==> src/rtl/openhw_flopen_arb.sv <==
// openhw_flopen_arb: round-robin arbiter in front of one shared,
// enable-gated register. At most one requester writes per cycle. The winner
// is acknowledged, recorded as Owner and becomes the new round-robin pointer.
//
// Optional feature macro: OPENHW_FLOPEN_ARB_LOCK_EN
//   Defined   : adds the Lock port and the HOLD state. A locked owner keeps
//               exclusive access until it drops its Lock bit.
//   Undefined : no Lock port and no HOLD state. Behaves as the locked build
//               with Lock tied to 0.
//
// state | meaning
// ------+---------------------------------------------
// IDLE  | no grant on the last edge
// GRANT | a grant was made on the last edge
// HOLD  | register locked to Owner (lock build only)
module openhw_flopen_arb #(
    parameter int NREQ  = 4,
    parameter int WIDTH = 32
) (
    input  logic                      clk,
    input  logic                      reset,
    input  logic [NREQ-1:0]           Req,
    input  logic [NREQ*WIDTH-1:0]     D,
`ifdef OPENHW_FLOPEN_ARB_LOCK_EN
    input  logic [NREQ-1:0]           Lock,
`endif
    output logic [NREQ-1:0]           Ack,
    output logic [WIDTH-1:0]          Q,
    output logic [$clog2(NREQ)-1:0]   Owner,
    output logic                      Valid
);

    localparam int PW = $clog2(NREQ);

`ifdef OPENHW_FLOPEN_ARB_LOCK_EN
    typedef enum logic [1:0] {
        S_IDLE  = 2'd0,
        S_GRANT = 2'd1,
        S_HOLD  = 2'd2
    } state_t;
`else
    typedef enum logic [1:0] {
        S_IDLE  = 2'd0,
        S_GRANT = 2'd1
    } state_t;
`endif

    state_t            r_state;
    state_t            w_state_nxt;
    logic [PW-1:0]     r_ptr;
    logic [NREQ-1:0]   r_ack;
    logic [WIDTH-1:0]  r_q;
    logic [PW-1:0]     r_owner;
    logic              r_valid;

    logic              w_rr_found;
    logic [PW-1:0]     w_rr_idx;
    logic              w_gnt;
    logic [PW-1:0]     w_gnt_idx;
    logic              w_ptr_en;
    logic [NREQ-1:0]   w_ack_nxt;

    // Reduce an index that may have run past the top back into 0..NREQ-1.
    function automatic logic [PW-1:0] f_wrap(input int v);
        return PW'(v % NREQ);
    endfunction

    // Round-robin search: first set request at or after Ptr+1, wrapping.
    always_comb begin
        w_rr_found = 1'b0;
        w_rr_idx   = '0;
        for (int k = 1; k <= NREQ; k++) begin
            if (!w_rr_found && Req[f_wrap(int'(r_ptr) + k)]) begin
                w_rr_found = 1'b1;
                w_rr_idx   = f_wrap(int'(r_ptr) + k);
            end
        end
    end

    // State register.
    always_ff @(posedge clk) begin
        if (reset) begin
            r_state <= S_IDLE;
        end else begin
            r_state <= w_state_nxt;
        end
    end

    // Next-state logic.
    always_comb begin
        w_state_nxt = S_IDLE;
        case (r_state)
`ifdef OPENHW_FLOPEN_ARB_LOCK_EN
            S_HOLD: begin
                if (Lock[r_owner]) begin
                    w_state_nxt = S_HOLD;
                end else begin
                    w_state_nxt = w_gnt ? S_GRANT : S_IDLE;
                end
            end
`endif
            default: begin
                if (w_gnt) begin
`ifdef OPENHW_FLOPEN_ARB_LOCK_EN
                    w_state_nxt = Lock[w_gnt_idx] ? S_HOLD : S_GRANT;
`else
                    w_state_nxt = S_GRANT;
`endif
                end else begin
                    w_state_nxt = S_IDLE;
                end
            end
        endcase
    end

    // Output logic: pick the grant (owner only while locked) and form Ack.
    always_comb begin
`ifdef OPENHW_FLOPEN_ARB_LOCK_EN
        if (r_state == S_HOLD) begin
            w_gnt     = Req[r_owner];
            w_gnt_idx = r_owner;
            w_ptr_en  = 1'b0;
        end else begin
            w_gnt     = w_rr_found;
            w_gnt_idx = w_rr_idx;
            w_ptr_en  = w_rr_found;
        end
`else
        w_gnt     = w_rr_found;
        w_gnt_idx = w_rr_idx;
        w_ptr_en  = w_rr_found;
`endif
        w_ack_nxt = w_gnt ? (NREQ'(1) << w_gnt_idx) : '0;
    end

    // Shared register, owner, pointer and acknowledge.
    always_ff @(posedge clk) begin
        if (reset) begin
            r_q     <= '0;
            r_owner <= '0;
            r_valid <= 1'b0;
            r_ack   <= '0;
            r_ptr   <= PW'(NREQ - 1);
        end else begin
            r_ack <= w_ack_nxt;
            if (w_gnt) begin
                r_q     <= D[int'(w_gnt_idx)*WIDTH +: WIDTH];
                r_owner <= w_gnt_idx;
                r_valid <= 1'b1;
            end
            if (w_ptr_en) begin
                r_ptr <= w_gnt_idx;
            end
        end
    end

    assign Ack   = r_ack;
    assign Q     = r_q;
    assign Owner = r_owner;
    assign Valid = r_valid;

endmodule

==> config.mk <==
export PLATFORM = sky130hd
export DESIGN_NAME = openhw_flopen_arb
export DESIGN_NICKNAME = d
export VERILOG_FILES = /design/src/rtl/openhw_flopen_arb.sv
export SDC_FILE = /design/constraint.sdc
export NUM_CORES = 1
export LEC_CHECK = 0
export CAP_MARGIN = 30
export CORE_MARGIN = 8
export CORE_UTILIZATION = 39
export CTS_CLUSTER_DIAMETER = 100
export DETAILED_ROUTE_END_ITERATION = 6
export PLACE_DENSITY = 0.91
export SLEW_MARGIN = 40
export SYNTH_ARGS = -nofsm -noshare
export SYNTH_HDL_FRONTEND = slang
export SYNTH_SLANG_ARGS = --single-unit
==> constraint.sdc <==
create_clock -name clk -period 5.4 [get_ports clk]
set_clock_uncertainty 0.1 [all_clocks]
set_input_delay 1.35 -clock clk [delete_from_list [all_inputs] [get_ports clk]]
set_output_delay 1.35 -clock clk [all_outputs]
set_load 0.05 [all_outputs]
======== Yosys cells after proc, flatten, opt, wreduce, memory -nomap -nowiden ========
Index checks and enable logic that the tools add are counted.
word-level totals
  register bits ........................... 41
  bits of input ports ..................... 134
  output and inout port bits .............. 39
cells by class
  add/subtract/negate cells ............... 4
  $lt $le $gt $ge ......................... 4
  shifts and indexed selects .............. 2
  multiplexer cells ....................... 16
  bitwise gates (word level) .............. 1
  reductions and logical operators ........ 7
operators with widths
  cell                 count
  $shiftx 128x8->32    1
  $lt 2x3->1 const B   4
  $bmux 1 s2           4
  $mux 1               8
  $mux 2               4
  $add 2x1->2 const B  2
  $add 2x2->2 const B  2
  $shl 1x2->4 const A  1
  $logic_and 1x1->1    3
  $logic_not 1->1      3
  $reduce_or 2->1      1
  $not 1->1            1

======== Depth between registers and ports, before layout ========
Gate-level depths: netlist of the first run.
  depth in word-level cells ............... 15
  depth in mapped cells ................... 9
  mapped depth without buffers ............ 5

======== Worst setup path after synthesis of the first run ========
OpenSTA, ideal clock, no wires.
  kind .................................... input-to-reg
  start point ............................. input port Req[3]
  end point ............................... register r_q[13] (netlist: Q[13])
  library setup time ...................... 0.122 ns
  data arrival time ....................... 2.838 ns
  required time ........................... 5.178 ns
  slack ................................... 2.340 ns
  cell stages on the path ................. 8
  buffers on the path ..................... 3
  cell sequence ........................... buf_4 -> a21boi_1 -> o21ba_1 -> buf_6 -> nor2_8 -> buf_6 -> mux2_4 -> a221o_1
between the ends
  longest elaborated chain between the ends .. 13
RTL lines
  item                          line  source
  start: declaration            22    input logic [NREQ-1:0] Req,
  $bmux 1 s2                    73    if (!w_rr_found && Req[f_wrap(int'(r_ptr) + k)]) begin
  $mux 1 (not written as such)  73
  $mux 1                        73
  $logic_not 1->1               73
  $logic_and 1x1->1             73
  $mux 1                        73
  $logic_not 1->1               73
  $logic_and 1x1->1             73
  $mux 1                        73
  $logic_not 1->1               73
  $logic_and 1x1->1             73
  $mux 2                        73
  $shiftx 128x8->32             147   r_q <= D[int'(w_gnt_idx)*WIDTH +: WIDTH];
  end signal: assignment        147
  end: declaration              52    logic [WIDTH-1:0] r_q;
Parallel ways exist; a longest one is shown, timed or not. The select of a mux whose other input is x is not followed.
A chain may end at the register's enable or synchronous reset.

======== Worst setup path in the final report of the first run ========
  start point ............................. input port Req[3]
  end point ............................... register r_q[28] (netlist: Q[28])
The elaborated chain is that of the path after synthesis.

==> impl_results.md, run 1 <==
* CTS max path bufs at 2
* Ys async rst share at 0%
* Final Hold Vio Count at 0
* Final nets at 583
* Top FF cell, synth: dfxtp_1
* YS warnings at 0
* WP data arrival at 3.96 ns
* Fraction of layout cells with a size suffix above 1 at 8.24%
* Remaining global-route overflow at 0
* Total Power at 1.12 mW
* 1st-pass router iterations at 5
* Ant diodes at 0
* Die Footprint at 9350 sq um
* # fillers at 485
* First-pass GRT wire length at 16.1 mm
* Final Worst Setup Slack at 1.52 ns
* # DRC at 0
* RSZ-0062 raised after global routing: no
* Layout area overhead at 70.5%
* Max IR drop VDD at 0.134 mV
* Lkg Pwr at 1.70 nW
* Cell area power density at 259 nW/um^2
* Top post-synthesis cells by count: 41 x dfxtp_1, 25 x nand2_1, 22 x a21oi_1
* Top post-synthesis cells by area: dfxtp_1 32%, a221o_1 7.1%, mux2_4 6.5%
* Largest net degree at the start of global routing at 45
* Seq/Total Area, Yosys at 32.3%
* Num CTS Buffers at 5
* Max Cap Viol at 0
* CTS Hold Bufs at 0
* CTS resizes at 0
* Initial antenna violation count at 0
* Crit Path Max Fanout at 44
* Setup crit end kind: flip-flop
* Tot GR Track Use at 20.8%
* Slew headroom at 47.9%
* Clock Sinks at 41
* Clock transition at path regs at 0.08 ns
* Die Wd at 96.7 microns
* Fin crit period at 3.88 ns
* WP data required at 5.48 ns
* Top-count cell post-synth: dfxtp_1
* H-tree Lvls at 2
* Final Setup Violations at 0
* Area leader, netlist: dfxtp_1
* Startpoint Class: input pin
* Starting DRT DRC Count at 129
* Design area at 4330 sq um
* CTS tree: yes
* Initial Util at 40.2%
* Die Span Y at 96.7 microns
* Area of the multi-input gates at 1530 sq um
* Syn nets at 426
* DP Area at 4230 sq um
* Post-route ant nets at 0
* Sequential Area at 821 sq um
* Setup TNS at 0 ns
* Worst skew pair latency at 0.29 ns
* Netlist Area Pre-Place at 2540 sq um
* Row cnt at 29
* Area share of the largest cell type after synthesis at 32.3%
* Period utilisation layout at 71.9%
* Vias at 2968
* Synth Area per Inst at 8.69 sq um
* Final cell count without fillers at 526
* Max Clk Rate at 0.258 GHz
* Tightest Pin Transition at 0.782 ns
* Post-CTS Setup Bufs at 0
* Hold Crit Class: flip-flop to flip-flop
* Root buffer cell: clkbuf_8
* Post-synthesis cell count at 292
* Crit Path Category: input pin to flip-flop
* Drt total wl at 10.4 mm
* Gp weighted congestion at 0.852
* Number of vias per cell at 5.64
* Post-DR wirelength/cell at 19.7 microns
* Placed cells at 518
* Pre-CTS setup slack at 1.26 ns
* Vias in the first global route at 3143
* Area of the core at 6310 sq um
* Status: finished clean
* IO buf count at 172
* Slew Limit Fails at 0
* Num ports at 173
* Post-detail-place hpwl at 8.01 mm
* Number of synthesized flops with an enable pin at 0
* Register bit count reported by yosys at 41
* Yosys cell types at 38
==> layout make-up <==
| cell class | count | share of cell area [%] |
|---|---|---|
| Sequential cell | 41 | 19.0 |
| Tap cell | 77 | 2.23 |
| Clock buffer | 7 | 1.99 |
| Multi-Input combinational cell | 213 | 35.2 |
| Inverter | 11 | 0.954 |
| Timing Repair Buffer | 177 | 40.6 |
==> metrics by stage <==
step	util (%)	hold WS, ns
5_1_grt	68.6	0.382
4_1_cts	68.3	0.370
3_3_place_gp	67.0	0.342
3_5_place_dp	67.0	0.359
6_report	68.6	0.371
2_1_floorplan	-	0.455
==> sequential cells by signal, summed over array words and instances (netlist names) <==
register	cells
Q	32
r_ptr	2
Valid	1
Ack	4
Owner	2
==> path summary, 6_finish.rpt <==
kind	end	cells after the start	start	slack (ns)
worst max-delay path	Q[28]	7	Req[3]	1.52
worst min-delay path	Owner[1]	2	Owner[1]	0.37
worst max register to register	Q[28]	5	r_ptr[1]	2.67
worst min register to register	Owner[1]	2	Owner[1]	0.37
==> worst max-delay path: stages <==
cell and delay [ns]:
clkdlybuf4s50_1 0.58, a21boi_1 0.25, o21ba_1 0.20, buf_4 0.20
nor2_8 0.63, mux2_2 0.41, a221o_1 0.33
==> cell families (layout without fill, tap and decap cells) <==
group / Yosys count / in the layout / share of synthesized area, %
buffers and inverters: 38 / 195 / 8.58
muxes: 27 / 27 / 13.2
AOI/OAI and AO/OA: 95 / 95 / 27.8
DFF: 41 / 41 / 32.3
and+or+nand+nor: 91 / 91 / 18.1
==> where the power goes <==
group	internal, mW	switching [mW]
sequential	0.345	0.0256
combinational	0.241	0.303
clock	0.102	0.104
==> layout by cell type (no fill, tap or decap), types with 5 or more instances in the layout <==
| master | instances |
|---|---|
| a221o_1 | 18 |
| o21ai_0 | 19 |
| inv_1 | 11 |
| clkbuf_8 | 6 |
| nor3_1 | 11 |
| nand3_1 | 18 |
| mux2i_1 | 9 |
| nand2_1 | 25 |
| dfxtp_1 | 41 |
| buf_4 | 5 |
| nor2_1 | 18 |
| a311o_1 | 10 |
| clkdlybuf4s50_1 | 172 |
| mux2_2 | 7 |
| a311oi_1 | 9 |
| mux2_4 | 11 |
| a21oi_1 | 22 |
| nand3b_1 | 5 |
==> metal layers <==
metal	global-route usage (%)	wire length [microns]	vias to the layer above
li1	-	-	1403
met1	22.0	3910	1378
met2	37.4	5380	165
met3	5.97	781	22
met4	8.52	293	0
met5	0	0	-
Power figures use the tool's default switching activity.
==> run 2: changes to the inputs <==
--- a/config.mk
+++ b/config.mk
@@ -7,10 +7,10 @@
 export LEC_CHECK = 0
 export CAP_MARGIN = 30
 export CORE_MARGIN = 8
-export CORE_UTILIZATION = 39
+export CORE_UTILIZATION = 36
 export CTS_CLUSTER_DIAMETER = 100
 export DETAILED_ROUTE_END_ITERATION = 6
-export PLACE_DENSITY = 0.91
+export PLACE_DENSITY = 0.86
 export SLEW_MARGIN = 40
 export SYNTH_ARGS = -nofsm -noshare
 export SYNTH_HDL_FRONTEND = slang
==> constraint.sdc (replaced) <==
create_clock -name clk -period 3.7 [get_ports clk]
set_clock_uncertainty 0.1 [all_clocks]
set_input_delay 0.925 -clock clk [delete_from_list [all_inputs] [get_ports clk]]
set_output_delay 0.925 -clock clk [all_outputs]
set_load 0.05 [all_outputs]
==> run 2 against run 1 <==
Net effect: non-clock buffer count rose by 6; critical path type unchanged; worst hold slack lost 0.010 ns; setup slack got worse by 1.0 ns; final cell count grew 4.9%; first-iteration DRC count is 71% higher; largest cell class unchanged; die area grew 6.9%; clock power up 85%; largest power group unchanged; sequential power is 46% higher; core utilization decreased by 3.2 points; sequential share of layout area is 0.49 points lower; clock-buffer cell count decreased by 1; critical path depth shrank 1; highest routed layer unchanged.
==> impl_results.md, run 2 (synthesis gave the netlist of run 1 again) <==
* Status: finished clean
* Period utilisation layout at 87.1%
* Sw Ratio at 37.3% (-1.4 points)
* Fraction of layout cells with a size suffix above 1 at 9.87% (+1.6 points)
* Root buffer cell: clkbuf_8
* Area of the multi-input gates at 1530 sq um (unchanged)
* Largest net degree at the start of global routing at 23 (-49%)
* Met3 WL at 843 microns (+7.9%)
* Die Wd at 100 microns (+3.4%)
* Design area at 4440 sq um (+2.7%)
* Clock power frac at 22.0% (+3.6 points)
* Post-DR wirelength/cell at 19.0 microns (-3.7%)
* Pre-CTS setup slack at 0.152 ns (-1.11 ns)
* Starting DRT DRC Count at 220 (+71%)
* Cell area power density at 391 nW/um^2 (+51%)
* Tot GR Track Use at 19.9% (-0.83 points)
* WP data required at 3.79 ns (-1.69 ns)
* Final Worst Setup Slack at 0.477 ns (-1.04 ns)
* Commonest non-fill, non-tap cell in the layout: clkdlybuf4s50_1
* Fin crit period at 3.22 ns
* Num ports at 173 (unchanged)
* FF-to-FF path depth at 5 (unchanged)
* Post-detail-place hpwl at 8.09 mm (+1.0%)
* Most frequent cells in the layout: 172 x clkdlybuf4s50_1, 41 x dfxtp_1, 25 x nand2_1
* Final cell count without fillers at 552 (+4.9%)
* Placed cells at 544 (+5.0%)
* Clock Sinks at 41 (unchanged)
* Post-CTS Setup Bufs at 0 (unchanged)
* Max IR drop VDD at 0.236 mV (+76%)
* # DRC at 0 (unchanged)
* Hold path cells at 2 (unchanged)
* Die Footprint at 10000 sq um (+6.9%)
* P_sw at 647 uW (+49%)
* Row cnt at 30 (+3.4%)
* Layout area overhead at 75.1%
* Crit-path max cell delay at 0.55 ns (-0.08 ns)
* Slowest-stage cell, CP: nor2_2
* Vias in the first global route at 3208 (+2.1%)
* Hold endpoint: Owner[1]
* Setup TNS at 0 ns (unchanged)
* Hold_sp: Owner[1]
* Startpoint Class: input pin
* Tightest Pin Transition at 0.606 ns (-0.176 ns)
* Slew Limit Fails at 0 (unchanged)
* Met2 WL post-DR at 5.30 mm (-1.5%)
* Met1 Wirelength at 4.02 mm (+2.9%)
* Setup crit end kind: flip-flop
* Reg2Reg Setup Slack at 1.10 ns (-1.57 ns)
* RSZ-0062 raised after global routing: no
* Crit-path cells: clkdlybuf4s50_1 > mux2i_1 > o21ai_4 > nor2_2 > mux2_2 > a221o_1
* Area of the core at 6790 sq um (+7.6%)
* Final nets at 589 (+1.0%)
* Max Cap Viol at 0 (unchanged)
* Worst skew pair latency at 0.29 ns (about the same)
* Remaining global-route overflow at 0 (unchanged)
* Die Span Y at 100 microns (+3.4%)
* Initial Util at 37.4% (-2.8 points)
* Num CTS Buffers at 5 (unchanged)
* Slew headroom at 59.5% (+12 points)
* Hold Crit Class: flip-flop to flip-flop
* Max Clk Rate at 0.310 GHz
* Top routing layer in use: met4
* Gp weighted congestion at 0.898 (+5.4%)
* Vias at 3006 (+1.3%)
* Final Hold Vio Count at 0 (unchanged)
* Initial antenna violation count at 0 (unchanged)
* Crit Path Category: input pin to flip-flop
* CTS max path bufs at 2 (unchanged)
* WP data arrival at 3.31 ns (-0.65 ns)
* Final Setup Violations at 0 (unchanged)
* H-tree Lvls at 2 (unchanged)
* Crit Path Max Fanout at 21 (-52%)
* R2r endpoint: Q[8]
* Sequential share of power at 31.1% (-2.0 points)
* First-pass GRT wire length at 16.0 mm (-0.60%)
* Clock transition at path regs at 0.09 ns (about the same)
* 1st-pass router iterations at 5 (unchanged)
* # fillers at 554 (+14%)
* Comb power frac at 46.9% (-1.7 points)
* Number of flip-flops in the largest register at 32 (unchanged)
* Family with the most delay on the worst path: multiplexers
* DP Area at 4320 sq um (+2.1%)
* CTS Hold Bufs at 0 (unchanged)
* CP bufs+invs at 1 (-1)
* CTS tree: yes
* Sequential Area at 821 sq um (unchanged)
* CTS resizes at 0 (unchanged)
* Fin util at 65.4% (-3.2 points)
* Pint at 1.09 mW (+58%)
* RR Startpoint: r_ptr[1]
* Ant diodes at 0 (unchanged)
* Drt total wl at 10.5 mm (+1.0%)
* Lkg Pwr at 1.75 nW (+2.7%)
* Number of vias per cell at 5.45 (-3.5%)
* Post-route ant nets at 0 (unchanged)
* IO buf count at 172 (unchanged)
==> run 2: changes by cell type in the layout (fill, tap and decap cells not counted) <==
cell / change
clkbuf_1: -1
buf_12: +1
buf_4: +5
clkinvlp_4: +1
bufinv_16: +1
==> run 2: area by class of cell <==
class                      instances  share of cell area [%]
timing repair buffer             183                    40.9
multi-input combinational        213                    34.3
sequential                        41                    18.5
tap                               96                    2.70
clock buffer                       6                    1.86
inverter                          11                   0.929
clock inverter                     2                   0.845
==> run 2: power by group through the flow <==
stage	logic [mW]	registers [mW]	clock network, mW
final	0.814	0.540	0.381
after global routing	0.857	0.548	0.408
after CTS	0.813	0.540	0.394
after detailed placement	0.810	0.550	0
after global placement	0.798	0.546	0
after floorplan	0.283	0.752	0
==> run 2: metal layers <==
metal / GRT usage [%] / vias up
met5: 0 / -
met4: 8.60 / 0
met3: 6.02 / 22
met2: 34.9 / 151
met1: 21.6 / 1414
li1: - / 1419
==> run 2: worst reg2reg max path, cell delays in order (launching register included) <==
cell     delay (ns)
dfxtp_1        0.52
mux2i_1        0.40
o21ai_4        0.23
nor2_2         0.56
mux2_2         0.40
a221o_1        0.28
==> run 2: how the worst max path moves through the flow <==
stage	startpoint	endpoint	slack (ns)	cells after the start
2_1_floorplan	Req[3]	Q[13]	1.07	8
3_3_place_gp	Req[3]	Q[9]	0.21	6
3_5_place_dp	Req[3]	Q[1]	0.15	6
4_1_cts	Req[3]	Q[1]	0.45	6
5_1_grt	Req[3]	Q[8]	0.35	6
6_report	Req[3]	Q[8]	0.48	6
==> run 2: per-stage QoR <==
stage	hold slack, ns	total power [mW]
3_5_place_dp	0.346	1.36
3_3_place_gp	0.342	1.34
4_1_cts	0.358	1.75
2_1_floorplan	0.455	1.03
5_1_grt	0.376	1.81
6_report	0.361	1.74
==> run 3: changes to the inputs <==
--- a/config.mk
+++ b/config.mk
@@ -6,11 +6,14 @@
 export NUM_CORES = 1
 export LEC_CHECK = 0
 export CAP_MARGIN = 30
+export CORE_ASPECT_RATIO = 0.7
 export CORE_MARGIN = 8
-export CORE_UTILIZATION = 36
+export CORE_UTILIZATION = 37
+export CTS_BUF_LIST = sky130_fd_sc_hd__clkbuf_4
 export CTS_CLUSTER_DIAMETER = 100
 export DETAILED_ROUTE_END_ITERATION = 6
-export PLACE_DENSITY = 0.86
+export GPL_TIMING_DRIVEN = 0
+export PLACE_DENSITY = 0.87
 export SLEW_MARGIN = 40
 export SYNTH_ARGS = -nofsm -noshare
 export SYNTH_HDL_FRONTEND = slang
==> run 3 against run 2 <==
Net effect: power down 4.3%; sequential power about the same; die area down 1.8%; clock power down 22%; non-clock buffer count up 15; first-iteration DRC count down 36%; final cell count up 2.4%; maximum frequency up 7.8%; critical path depth unchanged; register-to-register slack better by 0.40 ns; cell area about the same; highest routed layer unchanged.
==> impl_results.md, run 3 (synthesis gave the netlist of run 1 again) <==
* Status: finished clean
* Number of flip-flops in the largest register at 32 (unchanged)
* Crit Path Max Fanout at 10 (-52%)
* Starting DRT DRC Count at 141 (-36%)
* Commonest non-fill, non-tap cell in the layout: clkdlybuf4s50_1
* Hold Crit Class: flip-flop to flip-flop
* Reg2Reg Setup Slack at 1.50 ns (+0.40 ns)
* Most frequent cells in the layout: 171 x clkdlybuf4s50_1, 41 x dfxtp_1, 25 x nand2_1
* Die Footprint at 9810 sq um (-1.8%)
* Crit-path cells: clkdlybuf4s50_1 > nor2_1 > nand2_1 > nor2_1 > clkbuf_1 > a221o_1
* Post-CTS Setup Bufs at 0 (unchanged)
* Ant diodes at 0 (unchanged)
* Slew headroom at 50.2% (-9.3 points)
* Largest net degree at the start of global routing at 14 (-39%)
* Pre-CTS setup slack at 0.336 ns (+0.184 ns)
* Family with the most delay on the worst path: simple AND/OR/NAND/NOR gates
* Max IR drop VDD at 0.169 mV (-28%)
* Setup crit end kind: flip-flop
* Area of the core at 6690 sq um (-1.5%)
* FF-to-FF path depth at 6 (+1)
* Drt total wl at 10.2 mm (-2.4%)
* CTS Hold Bufs at 0 (unchanged)
* Fraction of layout cells with a size suffix above 1 at 9.55% (-0.31 points)
* Clock transition at path regs at 0.13 ns (+0.04 ns)
* Lkg Pwr at 1.75 nW (+0.49%)
* Crit Path Category: input pin to flip-flop
* Slowest-stage cell, CP: nor2_1
* CP endpoint: Q[17]
* # DRC at 0 (unchanged)
* Final Worst Setup Slack at 0.711 ns (+0.234 ns)
* Num ports at 173 (unchanged)
* Post-DR wirelength/cell at 18.1 microns (-4.6%)
* Gp weighted congestion at 0.822 (-8.4%)
* Tightest Pin Transition at 0.741 ns (+0.136 ns)
* Final nets at 604 (+2.5%)
* Layout area overhead at 75.2% (about the same)
* Critical path origin: Req[2]
* WP data arrival at 3.17 ns (-0.14 ns)
* First-pass GRT wire length at 15.8 mm (-1.6%)
* Final Hold Vio Count at 0 (unchanged)
* Max Clk Rate at 0.335 GHz (+7.8%)
* CP bufs+invs at 2 (+1)
* RR Startpoint: r_ptr[0]
* Initial Util at 37.9% (+0.56 points)
* Final Setup Violations at 0 (unchanged)
* Period utilisation layout at 80.8% (-6.3 points)
* H-tree Lvls at 2 (unchanged)
* Num CTS Buffers at 5 (unchanged)
* Post-route ant nets at 0 (unchanged)
* Crit path depth at 6 (unchanged)
* Max Cap Viol at 0 (unchanged)
* Root buffer cell: clkbuf_4
* Die Span Y at 85.3 microns (-15%)
* R2r endpoint: Q[30]
* Number of vias per cell at 5.25 (-3.5%)
* Initial antenna violation count at 0 (unchanged)
* RSZ-0062 raised after global routing: no
* Crit-path max cell delay at 0.58 ns (+0.03 ns)
* WP data required at 3.88 ns (+0.09 ns)
* Clock Sinks at 41 (unchanged)
* Vias in the first global route at 3159 (-1.5%)
* Fin crit period at 2.99 ns (-0.234 ns)
* CTS tree: yes
* 1st-pass router iterations at 4 (-1)
* CTS resizes at 0 (unchanged)
* Startpoint Class: input pin
* Worst skew pair latency at 0.34 ns (+0.05 ns)
* Cell area power density at 374 nW/um^2 (-4.3%)
* CTS max path bufs at 2 (unchanged)
* Post-detail-place hpwl at 8.24 mm (+1.9%)
* Slew Limit Fails at 0 (unchanged)
* Vias at 2969 (-1.2%)
* IO buf count at 171 (-0.58%)
* Tot GR Track Use at 20.1% (+0.17 points)
* Crit path top cell by count: nor2_1
* Setup TNS at 0 ns (unchanged)
* Row cnt at 25 (-17%)
* Die Wd at 115 microns (+15%)
* Remaining global-route overflow at 0 (unchanged)
-- run 3: final cells by class --
cell class,count,area [sq um]
plain buffers,27,176
clock buffers,5,37.5
clock inverters,3,41.3
fillers,600,2250
inverters,11,41.3
multi-input cells,213,1500
flip-flops and latches,41,821
well taps,94,118
repair buffers,171,1710
-- run 3: per-stage QoR --
| stage | util (%) | hold slack (ns) | instances | power [mW] | instance area, sq um |
|---|---|---|---|---|---|
| 2_1_floorplan | - | 0.455 | 292 | 1.03 | 2540 |
| 3_3_place_gp | 65.3 | 0.343 | 557 | 1.36 | 4370 |
| 3_5_place_dp | 65.3 | 0.350 | 557 | 1.37 | 4370 |
| 4_1_cts | 66.4 | 0.368 | 565 | 1.67 | 4450 |
| 5_1_grt | 66.4 | 0.402 | 565 | 1.74 | 4450 |
| 6_report | 66.4 | 0.366 | 565 | 1.66 | 4450 |
-- run 3: tightest hold or removal path: stages, from the launching register on --
cell	delay, ns
dfxtp_1	0.33
nand2_1	0.05
a21oi_1	0.05
-- run 3: metal layers --
layer | track usage [%] | part of all wire (%) | vias to the layer above
met1 | 23.1 | 42 | 1388
met4 | 3.56 | 0.45 | 0
met3 | 6.66 | 9.1 | 6
met2 | 35.6 | 49 | 128
li1 | - | - | 1447
met5 | 0 | 0 | -
-- run 3: how the worst min path moves through the flow --
stage          startpoint  endpoint  cells past startpoint
2_1_floorplan    r_ptr[1]  r_ptr[1]                      2
3_3_place_gp     Owner[1]  Owner[1]                      2
3_5_place_dp     Owner[0]  Owner[0]                      2
4_1_cts          Owner[0]  Owner[0]                      2
5_1_grt          Owner[1]  Owner[1]                      2
6_report         Owner[0]  Owner[0]                      2
-- run 3: report_power, final --
part           internal [mW]  switching [mW]  total [mW]  leakage, nW
Clock                  0.140           0.156       0.296       0.0389
Sequential             0.504          0.0344       0.539        0.341
Combinational          0.374           0.453       0.827         1.37
